--- src/rtl/enet_gmii_tx_arbiter.sv ---
// Two-requester GMII transmit arbiter: round-robin frame grant, preamble/SFD
// insertion, underrun/overlength abort with drain, and inter-frame gap timing.
module enet_gmii_tx_arbiter #(
    parameter int IFG_CYCLES = 12,
    parameter int MAX_BYTES  = 1518
) (
    input  logic       clk,
    input  logic       rst,
    input  logic       tx_enable,
    input  logic       s0_valid,
    input  logic [7:0] s0_data,
    input  logic       s0_last,
    output logic       s0_ready,
    input  logic       s1_valid,
    input  logic [7:0] s1_data,
    input  logic       s1_last,
    output logic       s1_ready,
    output logic       gmii_tx_en,
    output logic       gmii_tx_er,
    output logic [7:0] gmii_txd,
    output logic       frame_done,
    output logic       frame_err,
    output logic       grant_id
);
    typedef enum logic [2:0] {IDLE, PRE, SFD, DATA, DRAIN, IFG} state_t;

    localparam logic [13:0] MAX_W = 14'(MAX_BYTES);
    localparam logic [7:0]  IFG_W = 8'(IFG_CYCLES);

    state_t      state_q;
    logic [2:0]  pre_cnt_q;
    logic [7:0]  ifg_cnt_q;
    logic [13:0] byte_cnt_q;
    logic        prev_q;
    logic        grant_q;
    logic        tx_en_q;
    logic        tx_er_q;
    logic [7:0]  txd_q;
    logic        done_q;
    logic        err_q;

    logic        pick_d;
    logic        sel_valid;
    logic        sel_last;
    logic [7:0]  sel_data;
    logic        xfer_phase;
    logic        abort;

    // On a tie the port that did not win last time gets the frame.
    assign pick_d     = (s0_valid && s1_valid) ? ~prev_q : s1_valid;
    assign sel_valid  = grant_q ? s1_valid : s0_valid;
    assign sel_last   = grant_q ? s1_last  : s0_last;
    assign sel_data   = grant_q ? s1_data  : s0_data;
    assign xfer_phase = (state_q == SFD) || (state_q == DATA) || (state_q == DRAIN);
    // A byte offered once the counter has hit the limit is swallowed as an abort.
    assign abort      = !sel_valid || (byte_cnt_q == MAX_W);

    assign s0_ready   = xfer_phase && !grant_q;
    assign s1_ready   = xfer_phase &&  grant_q;
    assign gmii_tx_en = tx_en_q;
    assign gmii_tx_er = tx_er_q;
    assign gmii_txd   = txd_q;
    assign frame_done = done_q;
    assign frame_err  = err_q;
    assign grant_id   = grant_q;

    always_ff @(posedge clk) begin
        if (rst) begin
            state_q    <= IDLE;
            pre_cnt_q  <= '0;
            ifg_cnt_q  <= '0;
            byte_cnt_q <= '0;
            prev_q     <= 1'b1;
            grant_q    <= 1'b0;
            tx_en_q    <= 1'b0;
            tx_er_q    <= 1'b0;
            txd_q      <= '0;
            done_q     <= 1'b0;
            err_q      <= 1'b0;
        end else begin
            tx_en_q <= 1'b0;
            tx_er_q <= 1'b0;
            txd_q   <= '0;
            done_q  <= 1'b0;
            err_q   <= 1'b0;
            case (state_q)
                IDLE: begin
                    if (tx_enable && (s0_valid || s1_valid)) begin
                        grant_q    <= pick_d;
                        prev_q     <= pick_d;
                        byte_cnt_q <= '0;
                        pre_cnt_q  <= '0;
                        tx_en_q    <= 1'b1;
                        txd_q      <= 8'h55;
                        state_q    <= PRE;
                    end
                end
                PRE: begin
                    tx_en_q <= 1'b1;
                    if (pre_cnt_q == 3'd6) begin
                        txd_q   <= 8'hD5;
                        state_q <= SFD;
                    end else begin
                        txd_q     <= 8'h55;
                        pre_cnt_q <= pre_cnt_q + 3'd1;
                    end
                end
                SFD, DATA: begin
                    tx_en_q <= 1'b1;
                    if (abort) begin
                        tx_er_q   <= 1'b1;
                        err_q     <= 1'b1;
                        ifg_cnt_q <= '0;
                        state_q   <= (sel_valid && sel_last) ? IFG : DRAIN;
                    end else begin
                        txd_q      <= sel_data;
                        byte_cnt_q <= byte_cnt_q + 14'd1;
                        if (sel_last) begin
                            done_q    <= 1'b1;
                            ifg_cnt_q <= '0;
                            state_q   <= IFG;
                        end else begin
                            state_q <= DATA;
                        end
                    end
                end
                DRAIN: begin
                    if (sel_valid && sel_last) begin
                        ifg_cnt_q <= '0;
                        state_q   <= IFG;
                    end
                end
                IFG: begin
                    // Entered while the final byte is still on the wire.
                    if (ifg_cnt_q == IFG_W) begin
                        state_q <= IDLE;
                    end else begin
                        ifg_cnt_q <= ifg_cnt_q + 8'd1;
                    end
                end
                default: state_q <= IDLE;
            endcase
        end
    end
endmodule
--- config.mk ---
export PLATFORM = sky130hd
export DESIGN_NAME = enet_gmii_tx_arbiter
export DESIGN_NICKNAME = d
export VERILOG_FILES = /design/src/rtl/enet_gmii_tx_arbiter.sv
export SDC_FILE = /design/constraint.sdc
export NUM_CORES = 1
export LEC_CHECK = 0
export ABC_AREA = 1
export CORE_UTILIZATION = 57
export CTS_CLUSTER_DIAMETER = 150
export CTS_CLUSTER_SIZE = 40
export DETAILED_ROUTE_END_ITERATION = 16
export GPL_ROUTABILITY_DRIVEN = 0
export PLACE_DENSITY_LB_ADDON = 0.15
export RECOVER_POWER = 50
export SLEW_MARGIN = 15
export SYNTH_ARGS = -nofsm -noshare
export SYNTH_HDL_FRONTEND = slang
export SYNTH_SLANG_ARGS = --single-unit
--- constraint.sdc ---
create_clock -name clk -period 3.1 [get_ports clk]
set_input_delay 0.62 -clock clk [delete_from_list [all_inputs] [get_ports clk]]
set_output_delay 0.62 -clock clk [all_outputs]
set_load 0.01 [all_outputs]
# After elaboration in Yosys (flattened, before gate mapping)
# Cells that the tools add are included.
# op_classes
n_addsub,3
multipliers,0
div,0
order_cmp,0
eq_ne,16
shift,0
n_mux,31
bitwise_logic,2
n_reduce_logical,24
# op_table
cell,n
two-way mux 8 bit,7
one-hot mux 8 bit (3 select lines),2
two-way mux 14 bit,2
one-hot mux 14 bit (2 select lines),1
two-way mux 3 bit,8
one-hot mux 3 bit (5 select lines),1
"adder 14 x 1 -> 14 bit, second input constant",1
"equality test 14 x 11 -> 1 bit, second input constant",1
"inequality test 2 bit, second input constant",6
"equality test 3 bit, second input constant",3
"adder 8 x 1 -> 8 bit, second input constant",1
"equality test 8 x 4 -> 1 bit, second input constant",1
AND reduction 4 bit,2
two-way mux 1 bit,7
two-way mux 7 bit,1
"equality test 3 x 2 -> 1 bit, second input constant",2
one-hot mux 3 bit (2 select lines),1
AND reduction 3 bit,2
OR reduction 3 bit,2
logical AND 1 bit,5
logical OR 1 bit,4
nonzero test 2 bit,2
OR reduction 2 bit,2
"adder 3 x 1 -> 3 bit, second input constant",1
other kinds (9),11
# word_totals
ff_bits,41
latchBits,0
mem_bits_rw,0
mem_bits_ro,0
input_bits,23
out_inout_bits,15
wordCells,86
memories,0

# Logic depth before layout (Yosys ltp)
# Gate-level depths: netlist of run 1.
# logic_depth
depth_word,5
depth_mapped,11
depth_no_buf,10

# Worst setup path before layout of run 1
# Ideal clock, no wire load.
# synth_path
kind,input port to flip-flop
from,in s1_valid
to,reg state_q[0]
setup_ns,0.117
arrival_ns,1.413
required_time_ns,2.983
path_slack_ns,1.570
stages,9
path_buffers,0
path_cell_list,nand2_1 nand2_1 nand2_1 nand2_1 nand2_1 nor2_1 inv_1 nor3_1 nor2_1
# synth_between
elab_chain_len,5
word_cells_on_any_way,12
cone_classes,eq/ne (2); mux (4); reduce/logical (6)
# synth_rtl
item,line_no,source
start: declaration,14,"input logic s1_valid,"
two-way mux 1 bit,51,assign sel_valid = grant_q ? s1_valid : s0_valid;
logical AND 1 bit / zero test 1 bit (equally long branches),"114, 128, 56",
two-way mux 1 bit / logical OR 1 bit (equally long branches),"114, 56",
two-way mux 3 bit,110,if (abort) begin
one-hot mux 3 bit (5 select lines),86,case (state_q)
end signal: assignment,114,state_q <= (sel_valid && sel_last) ? IFG : DRAIN;
end: declaration,30,state_t state_q;
# Several ways; a longest one is shown, not always the timed one.
# A chain may end at the register's enable or synchronous reset.

# Worst setup path in the final report of run 1
# layout_path
from,reg state_q[2]
to,out s0_ready
# layout_between
elab_chain_len,4
word_cells_on_any_way,6
cone_classes,eq/ne (3); reduce/logical (3)
# layout_rtl
item,line_no,source
equality test 3 x 2 -> 1 bit,54,assign xfer_phase = (state_q == SFD) || (state_q == DATA) || (state_q == DRAIN);
logical OR 1 bit,54,
logical OR 1 bit (*),54,
logical AND 1 bit (*),58,assign s0_ready = xfer_phase && !grant_q;
end: declaration,13,"output logic s0_ready,"
# Every way passes the cells marked *; elsewhere a longest branch is shown, timed or not.

==> qor.yml, run 1 <==
yosys:
  synth_cell_types: 30
  async_reset_ff_frac: 0
  synth_edf_count: 0
  synthFlopType: "dfxtp_1"
  yosysTopAreaCell: "dfxtp_1"
  ys_ff_latch: 41
  syn-cell-area_um2: 2360
  ys_seq_area_frac: 0.348
  syn_inst: 369
  synth_top_cell_area_share: 0.348
  ys_top_cells_by_count: "nand2_1 (120), nor2_1 (53), dfxtp_1 (41), inv_1 (31), a21oi_1 (30)"
  yosys_warnings: 0
  synth_area_per_cell_um2: 6.38
  synth.most_common_cell: "nand2_1"
  ys_top_cells_by_area: "dfxtp_1 (35%), nand2_1 (19%), nor2_1 (8.4%), a21oi_1 (6.4%), nand3_1 (5.3%)"
  syn-num-nets: 398
sta:
  finalWorstSetupSlack_ns: 0.527
  finalHoldViolCount: 0
  period_share: 0.830
  setup_viol: 0
  rsz0062_at_grt: "false"
  timing.fmax_mhz: 389
  tns_ns: 0
  worst_pin_slew_ns: 0.823
  period_minus_slack_ns: 2.57
  finalClockSkew_ns: 0.00932
  max_slew_margin: 0.451
  slew_violations: 0
routing:
  vias: 2344
  wl_per_cell_um: 12.0
  drt_wl_total_um: 5490
  first_pass_iters: 4
  antenna_left: 0
  drc: 0
  drtIter0Drc: 171
  routed_via_density: 5.14
die:
  start_util: 0.593
  die-area_um2: 4390
  rows: 23
  coreArea_um2: 3970
  pin_count: 38
  die_x_um: 66.3
  die_h_um: 66.3
cts:
  clock_latency_ns: 0.30
  clockBufferDepth: 2
  root_buffer: "clkbuf_8"
  path_clk_slew_ns: 0.08
  ctsResizeCount: 0
  h-tree-depth: 2
  ctsHoldBuffers: 0
  cts_num_sinks: 41
  cts_setup_buffers: 0
  numCtsBuffers: 5
  cts_tree: "built"
global_route:
  grt_use_total: 0.264
  antenna_found_initial: 0
  grt_overflow: 0
  grt_max_degree: 18
  grt_pass1_vias: 1994
  grt_pass1_wl_um: 8740
critical_path:
  cpPeakStageDelay_ns: 0.49
  critPathKind: "flop to primary output"
  cp.arrival_ns: 1.95
  crit_chain: "inv_2, nand2_2, inv_2, nor2_2, nor2_1, clkdlybuf4s50_1"
  worstPathRequired_ns: 2.48
  startpoint_type: "flop"
  cp_max_fo: 16
  cp-end-kind: "primary output"
  cp_slowest_cell: "clkdlybuf4s50_1"
  crit_top_cell: "inv_2"
layout:
  final_area_um2: 2800
  area_delta_synth_final_pct: 18.7
  fin_util: 0.704
  diodes: 0
  drive_above_1_share: 0.0517
  nets: 434
  fill_cells: 345
power:
  p_per_area_nw_per_um2: 559
  peakVddDrop_uv: 377
  power.leakage_nw: 1.11
placed_design:
  place_hpwl_um: 4180
  numPortBuffers: 37
  place_ws_ns: 0.785
  place_area_um2: 2740
run_status:
  status: "finished, final reports clean"
min_path:
  hold_class: "flop to flop"
run:
  max_cap_viol_count: 0
[report_power, final]
| part | switching, W | leakage (nW) | internal (W) |
|---|---|---|---|
| Sequential | 0.0000504 | 0.333 | 0.000598 |
| Combinational | 0.000370 | 0.734 | 0.000197 |
| Clock | 0.000189 | 0.0385 | 0.000159 |
| Total | 0.000610 | 1.11 | 0.000954 |
[area by class of cell]
class	count	area, um^2	share of cell area
Inverter	35	131	0.0470
Sequential cell	41	821	0.293
Tap cell	50	62.6	0.0224
Multi-Input combinational cell	284	1330	0.474
Timing Repair Buffer	38	374	0.134
Clock inverter	1	7.51	0.00268
Clock buffer	7	76.3	0.0273
[path summary, 6_finish.rpt]
check	from	to	slack, ns	depth (start not counted)
setup / recovery	state_q[2]	s0_ready	0.53	6
hold / removal	ifg_cnt_q[6]	ifg_cnt_q[6]	0.50	2
hold reg to reg	ifg_cnt_q[6]	ifg_cnt_q[6]	0.50	2
setup reg to reg	grant_id	byte_cnt_q[9]	0.83	8
[flip-flops by register name (all words and copies together), names as in the netlist]
| register | cells |
|---|---|
| frame_done | 1 |
| byte_cnt_q | 14 |
| gmii_tx_en | 1 |
| pre_cnt_q | 3 |
| grant_id | 1 |
| gmii_txd | 8 |
| prev_q | 1 |
| state_q | 3 |
| frame_err | 1 |
| ifg_cnt_q | 8 |
[metal layers]
layer / up-vias / track usage / routed length (um)
met4: 0 / 0.0878 / 65
met5: - / 0 / 0
li1: 1245 / - / -
met2: 60 / 0.439 / 2710
met3: 6 / 0.0638 / 292
met1: 1033 / 0.331 / 2420
[worst max-delay path, delay by kind of cell, from the launching register on]
| kind | cells | cell delay, ns |
|---|---|---|
| buffers and inverters | 3 | 0.69 |
| DFF | 1 | 0.44 |
| and+or+nand+nor | 3 | 0.52 |
[layout by cell type, fill, tap and decap left out, types with 4 or more instances in the layout]
| master | count |
|---|---|
| nand2_1 | 123 |
| nor2_1 | 53 |
| dfxtp_1 | 41 |
| inv_1 | 31 |
| a21oi_1 | 30 |
| nand3_1 | 25 |
| clkdlybuf4s50_1 | 24 |
| dlygate4sd3_1 | 13 |
| o21ai_0 | 11 |
| nand4_1 | 6 |
| ha_1 | 6 |
| xor2_1 | 5 |
| o21bai_1 | 5 |
| clkbuf_8 | 5 |
| inv_2 | 4 |
| nand2_2 | 4 |
[kinds of logic after synthesis]
group | after synthesis | synth area share
flops | 41 | 0.348
xor+xnor | 5 | 0.0186
fa+ha+maj | 6 | 0.0319
simple gates | 220 | 0.396
compound gates | 52 | 0.121
buf+inv | 44 | 0.0797
mux | 1 | 0.00425
[metrics by stage]
step                power, W  std cells  hold WS, ns
global route         0.00167        456        0.534
finish               0.00156        456        0.499
global placement     0.00124        448        0.459
CTS                  0.00160        456        0.496
detailed placement   0.00126        448        0.485
floorplan            0.00105        369        0.442
(Power assumes the default switching activity.)
==> run 2: changes to the inputs <==
Settings changed: CORE_UTILIZATION 57 to 53.
Clock period 3.1 ns to 2.6 ns, I/O delays scaled along.
==> run 2 against run 1 <==
  * Clock-buffer cell count unchanged
  * Combinational power up 19%
  * Core utilization down 1.8 points
  * Wire length down 2.5%
  * Cell area up 1.7%
  * Via count down 1.1%
  * First-iteration DRC count down 22%
  * Highest routed layer unchanged
  * Largest cell class unchanged
  * Register-to-register slack worse by 0.24 ns
==> qor.yml, run 2 (synthesis gave the netlist of run 1 again) <==
run_status:
  status: "finished, final reports clean"
sta:
  period_share: 0.934
  finalClockSkew_ns: 0.00415  # -0.00517 ns
  rsz0062_at_grt: "false"
  worst_pin_slew_ns: 0.573  # -0.250 ns
  setup_viol: 0  # unchanged
  period_minus_slack_ns: 2.43
  max_slew_margin: 0.615  # +0.164
  timing.fmax_mhz: 412
  slew_violations: 0  # unchanged
  finalHoldViolCount: 0  # unchanged
  tns_ns: 0  # unchanged
die:
  pin_count: 38  # unchanged
  start_util: 0.569  # -0.0247
  die_x_um: 68.7  # +3.6%
  coreArea_um2: 4140  # +4.3%
  die-area_um2: 4720  # +7.3%
  die_h_um: 68.7  # +3.6%
  rows: 23  # unchanged
routing:
  wl_met1_um: 2730  # +13%
  route.met3.wl_um: 317  # +8.6%
  first_pass_iters: 5  # +1
  wl_per_cell_um: 11.6  # -3.3%
  routed_via_density: 5.04  # -1.9%
  antenna_left: 0  # unchanged
  top_layer: "met4"
  wl_met2_um: 2270  # -16%
  drtIter0Drc: 134  # -22%
  drc: 0  # unchanged
  drt_wl_total_um: 5350  # -2.5%
  vias: 2319  # -1.1%
global_route:
  grt_pass1_wl_um: 9110  # +4.2%
  grt_pass1_vias: 2189  # +9.8%
  grt_overflow: 0  # unchanged
  grt_max_degree: 22  # +4
  antenna_found_initial: 0  # unchanged
  grt_use_total: 0.254  # -0.00991
power:
  total_power_w: 0.00190  # +21%
  power.leakage_nw: 1.15  # +4.2%
  p_per_area_nw_per_um2: 666  # +19%
  peakVddDrop_uv: 447  # +18%
layout:
  final_cell_mix: "nand2_1 (122), nor2_1 (54), dfxtp_1 (41)"
  largest_reg_flops: 14  # unchanged
  area_delta_synth_final_pct: 20.8
  drive_above_1_share: 0.0610  # +0.00925
  top_register: "byte_cnt_q"
  final_common_cell: "nand2_1"
  final_area_um2: 2850  # +1.7%
  diodes: 0  # unchanged
  nets: 438  # +0.92%
cts:
  h-tree-depth: 2  # unchanged
  cts_setup_buffers: 0  # unchanged
  root_buffer: "clkbuf_8"
  cts_num_sinks: 41  # unchanged
  path_clk_slew_ns: 0.08  # about the same
  ctsHoldBuffers: 0  # unchanged
  clock_latency_ns: 0.29  # about the same
  clockBufferDepth: 2  # unchanged
  ctsResizeCount: 0  # unchanged
  cts_tree: "built"
  numCtsBuffers: 5  # unchanged
critical_path:
  cpPeakStageDelay_ns: 0.47  # -0.02 ns
  worstPathRequired_ns: 2.08  # -0.40 ns
  critPathKind: "flop to primary output"
  cp-end-kind: "primary output"
  cp_max_fo: 16  # unchanged
  cp.arrival_ns: 1.91  # -0.04 ns
  path_buf_inv: 3  # unchanged
  crit_top_cell: "inv_2"
  cp_slowest_cell: "clkdlybuf4s50_1"
  cp_top_family: "buffers and inverters"
  startpoint_type: "flop"
  crit_chain: "inv_2, nand2_2, inv_2, nor2_2, nor2_1, clkdlybuf4s50_1"
placed_design:
  place_area_um2: 2770  # +1.1%
  place_hpwl_um: 4110  # -1.6%
  numPortBuffers: 37  # unchanged
min_path:
  hold_class: "flop to flop"
run:
  max_cap_viol_count: 0  # unchanged
## run 2: final timing paths
check	from	end	slack, ns	depth (start not counted)
setup / recovery	state_q[2]	s1_ready	0.17	6
hold reg to reg	ifg_cnt_q[6]	ifg_cnt_q[6]	0.49	2
hold / removal	ifg_cnt_q[6]	ifg_cnt_q[6]	0.49	2
setup reg to reg	byte_cnt_q[0]	byte_cnt_q[9]	0.59	10
## run 2: power breakdown
part / switching (W) / total [W] / internal [W]
combinational: 0.000432 / 0.000673 / 0.000241
sequential: 0.0000573 / 0.000771 / 0.000713
clock: 0.000213 / 0.000453 / 0.000240
total: 0.000702 / 0.00190 / 0.00119
## run 2: area by class of cell
class	instances	area [um^2]
sequential	41	821
fill	383	1300
inverter	35	131
timing repair buffer	42	408
multi-input combinational	284	1320
tap	50	62.6
clock buffer	7	96.3
clock inverter	1	5.00
## run 2: worst register-to-register path: stages (launching register included)
cell,delay [ns]
dfxtp_1,0.36
inv_1,0.14
ha_1,0.16
nand3_1,0.09
nor2_1,0.20
nand2_2,0.08
nand2_1,0.18
nand2_4,0.11
nand2_1,0.37
nand2_1,0.13
a21oi_2,0.15
## run 2: metal layers
metal,GRT usage,vias up
li1,-,1255
met1,0.324,1006
met2,0.431,54
met5,0,-
met4,0.0651,0
met3,0.0543,4
## run 2: per-stage QoR
stage	util	std cells	setup slack (ns)	hold WS, ns
after floorplan	-	369	1.08	0.442
after global placement	0.668	452	0.510	0.469
after detailed placement	0.668	452	0.449	0.474
after CTS	0.693	460	0.127	0.485
after global routing	0.687	460	0.0676	0.528
final	0.687	460	0.172	0.490
==> run 3: changes to the inputs <==
Settings changed: CORE_MARGIN set to 4.
==> run 3 against run 2 <==
  * Critical path depth unchanged
  * Clock-buffer cell count decreased by 2
  * Total power decreased by 4.2%
  * Maximum frequency increased by 5.1%
  * Sequential share of layout area increased by 0.23 points
  * Combinational power decreased by 0.6%
  * Critical path type unchanged
  * Highest routed layer unchanged
==> qor.yml, run 3 (synthesis gave the netlist of run 1 again) <==
global_route:
  grt_pass1_wl_um: 9040  # -0.76%
  grt_max_degree: 17  # -23%
  antenna_found_initial: 0  # unchanged
  grt_pass1_vias: 2065  # -5.7%
  grt_overflow: 0  # unchanged
  grt_use_total: 0.204  # -0.0499
power:
  power.leakage_nw: 1.14  # -1.3%
  p_per_area_nw_per_um2: 643  # -3.5%
  peakVddDrop_uv: 324  # -28%
  total_power_w: 0.00182  # -4.2%
layout:
  drive_above_1_share: 0.0565  # -0.00446
  final_cell_mix: "nand2_1 (121), nor2_1 (54), dfxtp_1 (41)"
  top_register: "byte_cnt_q"
  multi_input_area_um2: 1330  # +0.95%
  seq_area_um2: 821  # unchanged
  largest_reg_flops: 14  # unchanged
  diodes: 0  # unchanged
  area_delta_synth_final_pct: 19.8
  final_common_cell: "nand2_1"
  fill_cells: 401  # +4.7%
  nets: 437  # -0.23%
sta:
  finalClockSkew_ns: 0.00431  # +0.000160 ns
  period_share: 0.889  # -0.0452
  timing.fmax_mhz: 433  # +5.1%
  max_slew_margin: 0.611  # -0.00419
  tns_ns: 0  # unchanged
  rsz0062_at_grt: "false"
  setup_viol: 0  # unchanged
  finalHoldViolCount: 0  # unchanged
  slew_violations: 0  # unchanged
  period_minus_slack_ns: 2.31  # -0.117 ns
  hold_slack_ns: 0.495  # +0.00490 ns
  worst_pin_slew_ns: 0.579  # +0.00624 ns
routing:
  drtIter0Drc: 223  # +66%
  vias: 2336  # +0.73%
  drt_wl_total_um: 5370  # +0.34%
  first_pass_iters: 4  # -1
  drc: 0  # unchanged
  wl_per_cell_um: 11.7  # +1.0%
  routed_via_density: 5.11  # +1.4%
  antenna_left: 0  # unchanged
critical_path:
  r2r_slack_ns: 0.69  # +0.10 ns
  r2r_start: "byte_cnt_q[0]"
  cp.arrival_ns: 1.79  # -0.12 ns
  cp_max_fo: 16  # unchanged
  critPathKind: "flop to primary output"
  cp_slowest_cell: "clkdlybuf4s50_1"
  r2r_end: "byte_cnt_q[9]"
  crit_chain: "inv_2, nand2_4, inv_2, nor2_2, nor2_1, clkdlybuf4s50_1"
  cpPeakStageDelay_ns: 0.49  # +0.02 ns
  worstPathRequired_ns: 2.08  # about the same
  cp-end-kind: "primary output"
  reg2regPathDepth: 10  # unchanged
  crit_top_cell: "inv_2"
  startpoint_type: "flop"
cts:
  cts_num_sinks: 41  # unchanged
  h-tree-depth: 2  # unchanged
  root_buffer: "clkbuf_8"
  clock_latency_ns: 0.29  # about the same
  path_clk_slew_ns: 0.07  # about the same
  numCtsBuffers: 5  # unchanged
  clockBufferDepth: 2  # unchanged
  ctsResizeCount: 0  # unchanged
  cts_tree: "built"
  cts_setup_buffers: 0  # unchanged
  ctsHoldBuffers: 0  # unchanged
placed_design:
  place_hpwl_um: 4180  # +1.7%
  numPortBuffers: 37  # unchanged
run:
  max_cap_viol_count: 0  # unchanged
die:
  start_util: 0.569  # unchanged
  die_x_um: 74.7  # +8.7%
  rows: 23  # unchanged
  coreArea_um2: 4140  # unchanged
  die_h_um: 74.7  # +8.7%
  die-area_um2: 5580  # +18%
  pin_count: 38  # unchanged
min_path:
  worstHoldPathCells: 2  # unchanged
  hold_class: "flop to flop"
  min_to: "ifg_cnt_q[7]"
  hold_start: "ifg_cnt_q[7]"
run_status:
  status: "finished, final reports clean"
==> run 3: changes by cell type in the layout (fill, tap and decap cells not counted), sizes merged <==
cell / delta
buf: -1
clkbuf: -2
==> run 3: per-stage QoR <==
stage / instances / instance area (um^2) / setup WS [ns] / utilization
detailed placement: 451 / 2760 / 0.458 / 0.667
finish: 457 / 2820 / 0.289 / 0.681
CTS: 457 / 2840 / 0.133 / 0.684
global placement: 451 / 2760 / 0.495 / 0.667
global route: 457 / 2820 / 0.156 / 0.681
floorplan: 369 / 2360 / 1.08 / -
==> run 3: critical path, delay by kind of cell, from the launching register on <==
kind	cells	cell delay [ns]
flops	1	0.42
buf+inv	3	0.69
simple gates	3	0.40
==> run 3: layout make-up <==
class | count | share of cell area
sequential | 41 | 0.291
multi-input combinational | 284 | 0.473
clock buffer | 5 | 0.0244
tap | 50 | 0.0222
timing repair buffer | 41 | 0.142
inverter | 35 | 0.0465
clock inverter | 1 | 0.00177
==> run 3: power by group <==
| part | internal [W] | total [W] | leakage [nW] | switching (W) |
|---|---|---|---|---|
| combinational | 0.000240 | 0.000669 | 0.764 | 0.000428 |
| clock | 0.000176 | 0.000378 | 0.0399 | 0.000202 |
| sequential | 0.000713 | 0.000769 | 0.333 | 0.0000555 |
| total | 0.00113 | 0.00182 | 1.14 | 0.000686 |
==> run 3: layer usage <==
metal / vias to the layer above / wire [um] / share of wire / GRT usage
li1: 1250 / - / - / -
met1: 1019 / 2640 / 0.49 / 0.286
met2: 61 / 2270 / 0.42 / 0.314
met3: 6 / 390 / 0.073 / 0.0401
met4: 0 / 62 / 0.012 / 0.0711
met5: - / 0 / 0 / 0
==> run 3: worst max path at each step <==
stage | end | slack, ns | depth (start not counted) | startpoint
2_1_floorplan | byte_cnt_q[9] | 1.08 | 9 | byte_cnt_q[0]
3_3_place_gp | s1_ready | 0.50 | 6 | state_q[2]
3_5_place_dp | s1_ready | 0.46 | 6 | state_q[2]
4_1_cts | s1_ready | 0.13 | 6 | state_q[2]
5_1_grt | s1_ready | 0.16 | 6 | state_q[2]
6_report | s1_ready | 0.29 | 6 | state_q[2]
